==> config.mk <==
export PLATFORM = sky130hd
export DESIGN_NAME = matvec_sequencer_flat
export DESIGN_NICKNAME = d
export VERILOG_FILES = /design/src/rtl/matvec_sequencer_if.sv /design/src/rtl/matvec_sequencer.sv /design/src/flat_wrapper.sv
export SDC_FILE = /design/constraint.sdc
export NUM_CORES = 2
export LEC_CHECK = 0
export ABC_AREA = 1
export BUFFER_PORTS_ARGS = -buffer_cell sky130_fd_sc_hd__buf_2
export CAP_MARGIN = 20
export CORE_AREA = 2 2 280 282
export CTS_BUF_LIST = sky130_fd_sc_hd__clkbuf_8
export CTS_CLUSTER_DIAMETER = 50
export DETAILED_ROUTE_END_ITERATION = 12
export DIE_AREA = 0 0 282 284
export GPL_TIMING_DRIVEN = 1
export PLACE_DENSITY = 0.72
export REMOVE_ABC_BUFFERS = 1
export SYNTH_ARGS = -nofsm -noshare
export SYNTH_HDL_FRONTEND = slang
export SYNTH_SLANG_ARGS = --single-unit
==> constraint.sdc <==
create_clock -name clk -period 11.6 [get_ports clk]
set_input_delay 0 -clock clk [delete_from_list [all_inputs] [get_ports clk]]
set_output_delay 0 -clock clk [all_outputs]
set_load 0.02 [all_outputs]
==> src/rtl/matvec_sequencer_if.sv <==
// Command word stream from the SPI bridge plus the operand-memory write port.
interface matvec_sequencer_if #(
  parameter int unsigned WORD_SIZE = 16,
  parameter int unsigned ADDR_SIZE = 10
);
  logic                 cmd_valid;
  logic                 cmd_ready;
  logic [15:0]          cmd_data;
  logic                 w_en;
  logic [ADDR_SIZE-1:0] w_addr;
  logic [WORD_SIZE-1:0] w_data;

  modport master (output cmd_valid, output cmd_data, input cmd_ready,
                  input w_en, input w_addr, input w_data);
  modport slave  (input cmd_valid, input cmd_data, output cmd_ready,
                  output w_en, output w_addr, output w_data);
endinterface

==> src/rtl/matvec_sequencer.sv <==
// Command-driven controller: loads vector/matrix into operand memory, sequences
// the systolic array through compute and readout, and writes results back.
module matvec_sequencer #(
  parameter int unsigned          WORD_SIZE = 16,
  parameter int unsigned          ADDR_SIZE = 10,
  parameter int unsigned          PE_NUMBER = 64,
  parameter int unsigned          DIM_W     = 8,
  parameter logic [ADDR_SIZE-1:0] VEC_BASE  = 10'h00f,
  parameter logic [ADDR_SIZE-1:0] MAT_BASE  = 10'h04f,
  parameter logic [ADDR_SIZE-1:0] RES_BASE  = 10'h3c0,
  parameter logic [ADDR_SIZE-1:0] ZERO_ADDR = 10'h3ff
) (
  input  logic                           clk,
  input  logic                           reset,
  matvec_sequencer_if.slave              bus,
  output logic [ADDR_SIZE-1:0]           l_d_o_addr,
  output logic [PE_NUMBER*ADDR_SIZE-1:0] pe_t_o_addr,
  output logic                           array_clear,
  output logic                           array_read,
  input  logic [WORD_SIZE-1:0]           arr_result,
  output logic                           busy,
  output logic                           done,
  output logic                           err
);
  localparam int unsigned KW = 2 * DIM_W;
  localparam int unsigned TW = DIM_W + 1;
  localparam int unsigned PW = 2 * DIM_W + 1;

  typedef enum logic [2:0] {IDLE, LOAD_VEC, LOAD_MAT, COMPUTE, READ} state_t;

  state_t                                state, state_nxt;
  logic [DIM_W-1:0]                      n, n_nxt, m, m_nxt, j, j_nxt;
  logic [KW-1:0]                         k, k_nxt;
  logic [TW-1:0]                         t, t_nxt;
  logic                                  err_nxt, ready_nxt, w_en_nxt, done_nxt;
  logic                                  busy_nxt, clear_nxt, read_nxt;
  logic [ADDR_SIZE-1:0]                  w_addr_nxt, l_addr_nxt, row_base;
  logic [WORD_SIZE-1:0]                  w_data_nxt;
  logic [PE_NUMBER-1:0][ADDR_SIZE-1:0]   pe_addr, pe_addr_nxt;
  logic                                  accept, dim_ok, comp_nxt;
  logic [3:0]                            opcode;
  logic [DIM_W-1:0]                      dim;
  logic [KW-1:0]                         total;
  logic [TW-1:0]                         last_t;

  assign accept      = bus.cmd_valid && bus.cmd_ready;
  assign opcode      = bus.cmd_data[15:12];
  assign dim         = bus.cmd_data[DIM_W-1:0];
  assign dim_ok      = (dim != '0) && (32'(dim) <= PE_NUMBER);
  assign total       = KW'(n) * KW'(m);
  assign last_t      = TW'(n) + TW'(m) - TW'(2);
  assign pe_t_o_addr = pe_addr;

  // Next-state, counters and next values of every registered output.
  always_comb begin
    state_nxt  = state;
    n_nxt      = n;
    m_nxt      = m;
    k_nxt      = k;
    t_nxt      = t;
    j_nxt      = j;
    err_nxt    = err;
    w_en_nxt   = 1'b0;
    w_addr_nxt = bus.w_addr;
    w_data_nxt = bus.w_data;
    done_nxt   = 1'b0;
    case (state)
      IDLE: if (accept) begin
        case (opcode)
          4'h1: if (dim_ok) n_nxt = dim; else err_nxt = 1'b1;
          4'h2: if (dim_ok) m_nxt = dim; else err_nxt = 1'b1;
          4'h4: if (n == '0) err_nxt = 1'b1;
                else begin state_nxt = LOAD_VEC; k_nxt = '0; end
          4'h5: if (n == '0 || m == '0) err_nxt = 1'b1;
                else begin state_nxt = LOAD_MAT; k_nxt = '0; end
          4'h3: if (n == '0 || m == '0) err_nxt = 1'b1;
                else begin state_nxt = COMPUTE; t_nxt = '0; end
          4'hf: err_nxt = 1'b0;
          default: err_nxt = 1'b1;
        endcase
      end
      LOAD_VEC: if (accept) begin
        w_en_nxt   = 1'b1;
        w_addr_nxt = VEC_BASE + ADDR_SIZE'(k);
        w_data_nxt = WORD_SIZE'(bus.cmd_data);
        k_nxt      = k + KW'(1);
        if (k == KW'(n) - KW'(1)) state_nxt = IDLE;
      end
      LOAD_MAT: if (accept) begin
        w_en_nxt   = 1'b1;
        w_addr_nxt = MAT_BASE + ADDR_SIZE'(k);
        w_data_nxt = WORD_SIZE'(bus.cmd_data);
        k_nxt      = k + KW'(1);
        if (k == total - KW'(1)) state_nxt = IDLE;
      end
      COMPUTE: begin
        if (t == last_t) begin
          state_nxt = READ;
          j_nxt     = '0;
        end else begin
          t_nxt = t + TW'(1);
        end
      end
      READ: begin
        // Result sampled this cycle lands in memory next cycle.
        w_en_nxt   = 1'b1;
        w_addr_nxt = RES_BASE + ADDR_SIZE'(j);
        w_data_nxt = arr_result;
        if (j == m - DIM_W'(1)) begin
          done_nxt  = 1'b1;
          state_nxt = IDLE;
        end else begin
          j_nxt = j + DIM_W'(1);
        end
      end
      default: state_nxt = IDLE;
    endcase

    ready_nxt  = (state_nxt == IDLE) || (state_nxt == LOAD_VEC) || (state_nxt == LOAD_MAT);
    busy_nxt   = (state_nxt == COMPUTE) || (state_nxt == READ);
    clear_nxt  = !busy_nxt;
    read_nxt   = (state_nxt == READ);
    comp_nxt   = (state_nxt == COMPUTE);
    l_addr_nxt = (comp_nxt && t_nxt < TW'(n)) ? VEC_BASE + ADDR_SIZE'(t_nxt) : ZERO_ADDR;
    row_base   = MAT_BASE + ADDR_SIZE'(PW'(t_nxt) * PW'(n));
    for (int unsigned i = 0; i < PE_NUMBER; i++) begin
      pe_addr_nxt[i] = (comp_nxt && i < 32'(n) && t_nxt < TW'(m))
                       ? row_base + ADDR_SIZE'(i) : ZERO_ADDR;
    end
  end

  always_ff @(posedge clk) begin
    if (reset) begin
      state       <= IDLE;
      n           <= '0;
      m           <= '0;
      k           <= '0;
      t           <= '0;
      j           <= '0;
      err         <= 1'b0;
      bus.cmd_ready <= 1'b0;
      bus.w_en    <= 1'b0;
      bus.w_addr  <= '0;
      bus.w_data  <= '0;
      done        <= 1'b0;
      busy        <= 1'b0;
      array_clear <= 1'b1;
      array_read  <= 1'b0;
      l_d_o_addr  <= ZERO_ADDR;
      pe_addr     <= {PE_NUMBER{ZERO_ADDR}};
    end else begin
      state       <= state_nxt;
      n           <= n_nxt;
      m           <= m_nxt;
      k           <= k_nxt;
      t           <= t_nxt;
      j           <= j_nxt;
      err         <= err_nxt;
      bus.cmd_ready <= ready_nxt;
      bus.w_en    <= w_en_nxt;
      bus.w_addr  <= w_addr_nxt;
      bus.w_data  <= w_data_nxt;
      done        <= done_nxt;
      busy        <= busy_nxt;
      array_clear <= clear_nxt;
      array_read  <= read_nxt;
      l_d_o_addr  <= l_addr_nxt;
      pe_addr     <= pe_addr_nxt;
    end
  end
endmodule

==> src/flat_wrapper.sv <==
// flat-port wrapper written by rule: the top's interface ports become plain ports
module matvec_sequencer_flat 
#(
  parameter int unsigned          WORD_SIZE = 16,
  parameter int unsigned          ADDR_SIZE = 10,
  parameter int unsigned          PE_NUMBER = 64,
  parameter int unsigned          DIM_W     = 8,
  parameter logic [ADDR_SIZE-1:0] VEC_BASE  = 10'h00f,
  parameter logic [ADDR_SIZE-1:0] MAT_BASE  = 10'h04f,
  parameter logic [ADDR_SIZE-1:0] RES_BASE  = 10'h3c0,
  parameter logic [ADDR_SIZE-1:0] ZERO_ADDR = 10'h3ff
)
  (clk, reset, l_d_o_addr, pe_t_o_addr, array_clear, array_read, arr_result, busy, done, err, bus_cmd_valid, bus_cmd_data, bus_cmd_ready, bus_w_en, bus_w_addr, bus_w_data);
  matvec_sequencer_if #(.WORD_SIZE(WORD_SIZE), .ADDR_SIZE(ADDR_SIZE)) bus_i ();
  input  logic clk;
  input  logic reset;
  output logic [ADDR_SIZE-1:0] l_d_o_addr;
  output logic [PE_NUMBER*ADDR_SIZE-1:0] pe_t_o_addr;
  output logic array_clear;
  output logic array_read;
  input  logic [WORD_SIZE-1:0] arr_result;
  output logic busy;
  output logic done;
  output logic err;
  input wire logic [$bits(bus_i.cmd_valid)-1:0] bus_cmd_valid;
  input wire logic [$bits(bus_i.cmd_data)-1:0] bus_cmd_data;
  output wire logic [$bits(bus_i.cmd_ready)-1:0] bus_cmd_ready;
  output wire logic [$bits(bus_i.w_en)-1:0] bus_w_en;
  output wire logic [$bits(bus_i.w_addr)-1:0] bus_w_addr;
  output wire logic [$bits(bus_i.w_data)-1:0] bus_w_data;
  assign bus_i.cmd_valid = bus_cmd_valid;
  assign bus_i.cmd_data = bus_cmd_data;
  assign bus_cmd_ready = bus_i.cmd_ready;
  assign bus_w_en = bus_i.w_en;
  assign bus_w_addr = bus_i.w_addr;
  assign bus_w_data = bus_i.w_data;
  matvec_sequencer #(.WORD_SIZE(WORD_SIZE), .ADDR_SIZE(ADDR_SIZE), .PE_NUMBER(PE_NUMBER), .DIM_W(DIM_W), .VEC_BASE(VEC_BASE), .MAT_BASE(MAT_BASE), .RES_BASE(RES_BASE), .ZERO_ADDR(ZERO_ADDR)) u_core (.clk(clk), .reset(reset), .bus(bus_i), .l_d_o_addr(l_d_o_addr), .pe_t_o_addr(pe_t_o_addr), .array_clear(array_clear), .array_read(array_read), .arr_result(arr_result), .busy(busy), .done(done), .err(err));
endmodule
==> qor_table.md <==
| Parameter | Reported | Unit |
|---|---|---|
| Synthesized area | 31900 | sq um |
| Crit path max fanout | 19 | - |
| Routed wire per std cell | 23.5 | um |
| Arrival time at the worst endpoint | 11.70 | ns |
| Sequential fraction of the synthesis area | 0.461 | - |
| Tot GR Track Use | 0.330 | - |
| Setup TNS | 0 | ns |
| Overflow left after global routing | 0 | - |
| Fraction of power consumed by sequential logic | 0.487 | - |
| Worst-Margin Slew | 1.15 | ns |
| Final critical delay including setup and external delays | 11.03 | ns |
| RSZ-0062 raised after global routing | false | - |
| Placeable core region | 77000 | sq um |
| Worst path required time | 12.26 | ns |
| Clock insertion delay at the later pin of the skew report | 0.81 | ns |
| Cell with the most instances on the worst path | inv_1 | - |
| Average cell area after synthesis | 8.17 | sq um |
| Top cell type's share of synthesized area | 0.461 | - |
| Via density | 5.24 | - |
| Number of sinks handled by clock tree synthesis | 735 | - |
| Initial antenna violation count | 6 | - |
| Number of nets at the end of the flow | 4920 | - |
| Max stage delay on crit path | 0.98 | ns |
| CTS max path bufs | 3 | - |
| Area Overhead vs Synth | 25.0 | % |
| Sw Ratio | 0.230 | - |
| Detail Route Antenna Nets | 0 | - |
| Largest net degree at the start of global routing | 65 | - |
| Ys Warns | 0 | - |
| Number of hold violations in the final report | 0 | - |
| Detailed Route WL | 137 | mm |
| Clock-pin transition on the worst setup and hold timing paths | 0.07 | ns |
| Reg2reg path depth | 38 | - |
| Max frequency | 90.6 | MHz |
| Total CTS buffers | 119 | - |
| TritonCTS clock tree | yes | - |
| Ys async rst share | 0 | - |
| Worst hold path stage count | 4 | - |
| Cell type with the highest aggregate area in the netlist | dfxtp_1 | - |
| First-pass GRT wire length | 195 | mm |
| Share of post-route cells with drive strength above 1 | 0.230 | - |
| Class of the most critical setup path | reg2reg | - |
| Count of distinct cell types in the synthesized netlist | 63 | - |
| DIE AREA | 80100 | sq um |
| Hold Crit Endpoint | u_core.bus.w_data[9] | - |
| Standby leakage power | 16.6 | nW |
| Global placer's final weighted congestion | 1.02 | - |
| Final core occ | 0.518 | - |
| Setup Viol. Count Final | 0 | - |
| Outcome | complete, no violations | - |
| Final routed DRC violation total | 0 | - |
| Master of the slowest instance on the critical path | fa_2 | - |
| Final clock period utilization by the worst path | 0.951 | - |
| Count of final max-slew check failures | 0 | - |
| Maximum ir drop on the vdd rail | 0.0000807 | V |
| Worst Setup End Kind | register | - |
| Switch Pwr | 1.19 | mW |
| Worst min-delay path category | in2reg | - |
| Top-count cell post-synth | nand2_1 | - |
| Count of flip-flops with a built-in enable after synthesis | 0 | - |
| Launching instance or port of the critical path | u_core.n[1] | - |
| Total vias in the final route | 30500 | - |
| Most frequent cells after synthesis | nand2_1, dfxtp_1, inv_1 | - |
| # IOs | 718 | - |
| Std cell rows | 102 | - |
| Vias in the first global route | 28800 | - |
| Worst R2R Setup Slack | 0.57 | ns |
| Synthesized flop and latch total | 735 | - |
| Chip height | 284 | um |
| Clk pwr share | 0.503 | - |
| Iter 0 DRT Violations | 3385 | - |
| Main synth FF type | dfxtp_1 | - |
| Buffers on Ports | 717 | - |
| CTS H-tree lvls | 3 | - |
| Start of the worst register-to-register path | u_core.n[1] | - |
| HPWL after detailed placement | 102 | mm |
| Worst hold start | bus_cmd_data[9] | - |
| Layout Skew | 0.0751 | ns |
| Type of origin of the critical path | register | - |
| Initial cell density of the core | 0.415 | - |
| Synth Instances | 3904 | - |
| DRT Pass-1 Iters | 7 | - |
| Area contributors post-synth | dfxtp_1, nand2_1, inv_1, ha_1, nand3_1 | - |
| Worst slew margin relative to its limit | 0.226 | - |
| Max-capacitance violation count | 0 | - |
| Capture instance of the worst register-to-register path | u_core.pe_t_o_addr[459] | - |
| Pwr Density | 130 | nW/um^2 |
| Logic gate share of total power | 0.010 | - |
| Horiz. Die Dim | 282 | um |
| Internal power consumption | 3.99 | mW |
| Clock root buffer master | clkbuf_8 | - |
[power groups by stage]
| stage | logic, mW | registers, mW | clock network [mW] |
|---|---|---|---|
| after floorplan | 0.0186 | 2.58 | 0 |
| after global placement | 0.0380 | 2.58 | 0 |
| after detailed placement | 0.0382 | 2.58 | 0 |
| after CTS | 0.0490 | 2.53 | 2.61 |
| after global routing | 0.0549 | 2.52 | 2.73 |
| final | 0.0516 | 2.53 | 2.61 |
[stage by stage]
stage	worst slack (ns)	instance area [sq um]	power, mW	cells	hold WS [ns]
4_1_cts	0.896	39900	5.19	5825	0.00736
6_report	0.567	39900	5.19	5830	0.0576
5_1_grt	0.00103	39900	5.31	5827	0.0752
2_1_floorplan	0.670	31300	2.60	3750	0.0691
3_5_place_dp	0.897	36500	2.62	5544	0.273
3_3_place_gp	1.38	36500	2.62	5543	0.267
[final cells by class]
class	count	area, sq um
clock inverter	68	672
multi-input combinational	2524	14800
tap	1040	1300
clock buffer	158	2170
antenna	4	10.0
timing repair buffer	810	4420
fill	7263	37100
inverter	491	1850
sequential	735	14700
[logic make-up (layout without fill, tap and decap cells)]
logic type | Yosys count | after routing | synth area share
AND/OR/NAND/NOR | 1713 | 1713 | 0.230
flip-flops | 735 | 735 | 0.461
buffers and inverters | 645 | 1527 | 0.0787
AO/OA/AOI/OAI | 405 | 405 | 0.0785
adder cells (fa/ha/maj) | 204 | 204 | 0.0962
XOR/XNOR | 202 | 202 | 0.0557
other | 0 | 4 | 0
[routing by layer]
metal  up-vias  share of wire  GRT usage
li1      13800              -          -
met1     14300           0.36      0.384
met2      1987           0.45      0.525
met3       474           0.12      0.108
met4         6          0.072      0.202
met5         -        0.00034          0
[critical path, delay by kind of cell, from the launching register on]
kind | cells | cell delay (ns)
adder cells (fa/ha/maj) | 10 | 4.49
AO/OA/AOI/OAI | 4 | 2.06
AND/OR/NAND/NOR | 10 | 1.19
buffers and inverters | 14 | 2.43
flip-flops | 1 | 0.70
[worst max-delay path by stage]
stage                                          to  slack [ns]  cells past startpoint
final                     u_core.pe_t_o_addr[459]        0.57                     38
after detailed placement  u_core.pe_t_o_addr[459]        0.90                     38
after global routing      u_core.pe_t_o_addr[459]       0.001                     38
after floorplan           u_core.pe_t_o_addr[639]        0.67                     42
after global placement    u_core.pe_t_o_addr[459]        1.38                     38
after CTS                 u_core.pe_t_o_addr[459]        0.90                     38
[sequential cells by signal (all words and copies together), names as in the netlist, 3 cells and up]
name,cells
u_core.bus.w_addr,10
u_core.bus.w_data,16
u_core.j,8
u_core.k,16
u_core.l_d_o_addr,10
u_core.m,8
u_core.n,8
u_core.pe_t_o_addr,640
u_core.state,3
u_core.t,9
[layout by cell type (no fill, tap or decap), types with 18 or more instances in the layout]
| cell type | Yosys | routed |
|---|---|---|
| dlygate4sd3_1 | 0 | 55 |
| buf_2 | 23 | 718 |
| fa_1 | 69 | 68 |
| dfxtp_1 | 735 | 735 |
| xor2_1 | 153 | 153 |
| o21ai_0 | 170 | 170 |
| nor3_1 | 52 | 52 |
| or2_2 | 27 | 27 |
| nand2_1 | 999 | 995 |
| a21oi_1 | 120 | 120 |
| nor2_4 | 18 | 19 |
| xnor2_1 | 48 | 48 |
| ha_1 | 135 | 133 |
| clkbuf_8 | 0 | 158 |
| nor2_1 | 234 | 231 |
| nand3_1 | 324 | 324 |
| clkinv_2 | 0 | 19 |
| buf_4 | 7 | 37 |
| a21oi_2 | 20 | 20 |
| a21oi_4 | 18 | 18 |
| inv_1 | 469 | 490 |
[repair_timing]
| item | in CTS | in global routing |
|---|---|---|
| buffers inserted | 0 | 0 |
| hold buffers | 55 | 0 |
| hold endpoints to repair | 65 | 0 |
| gates resized for setup | 0 | 0 |
No activity file was read; power rests on OpenSTA's default activity.
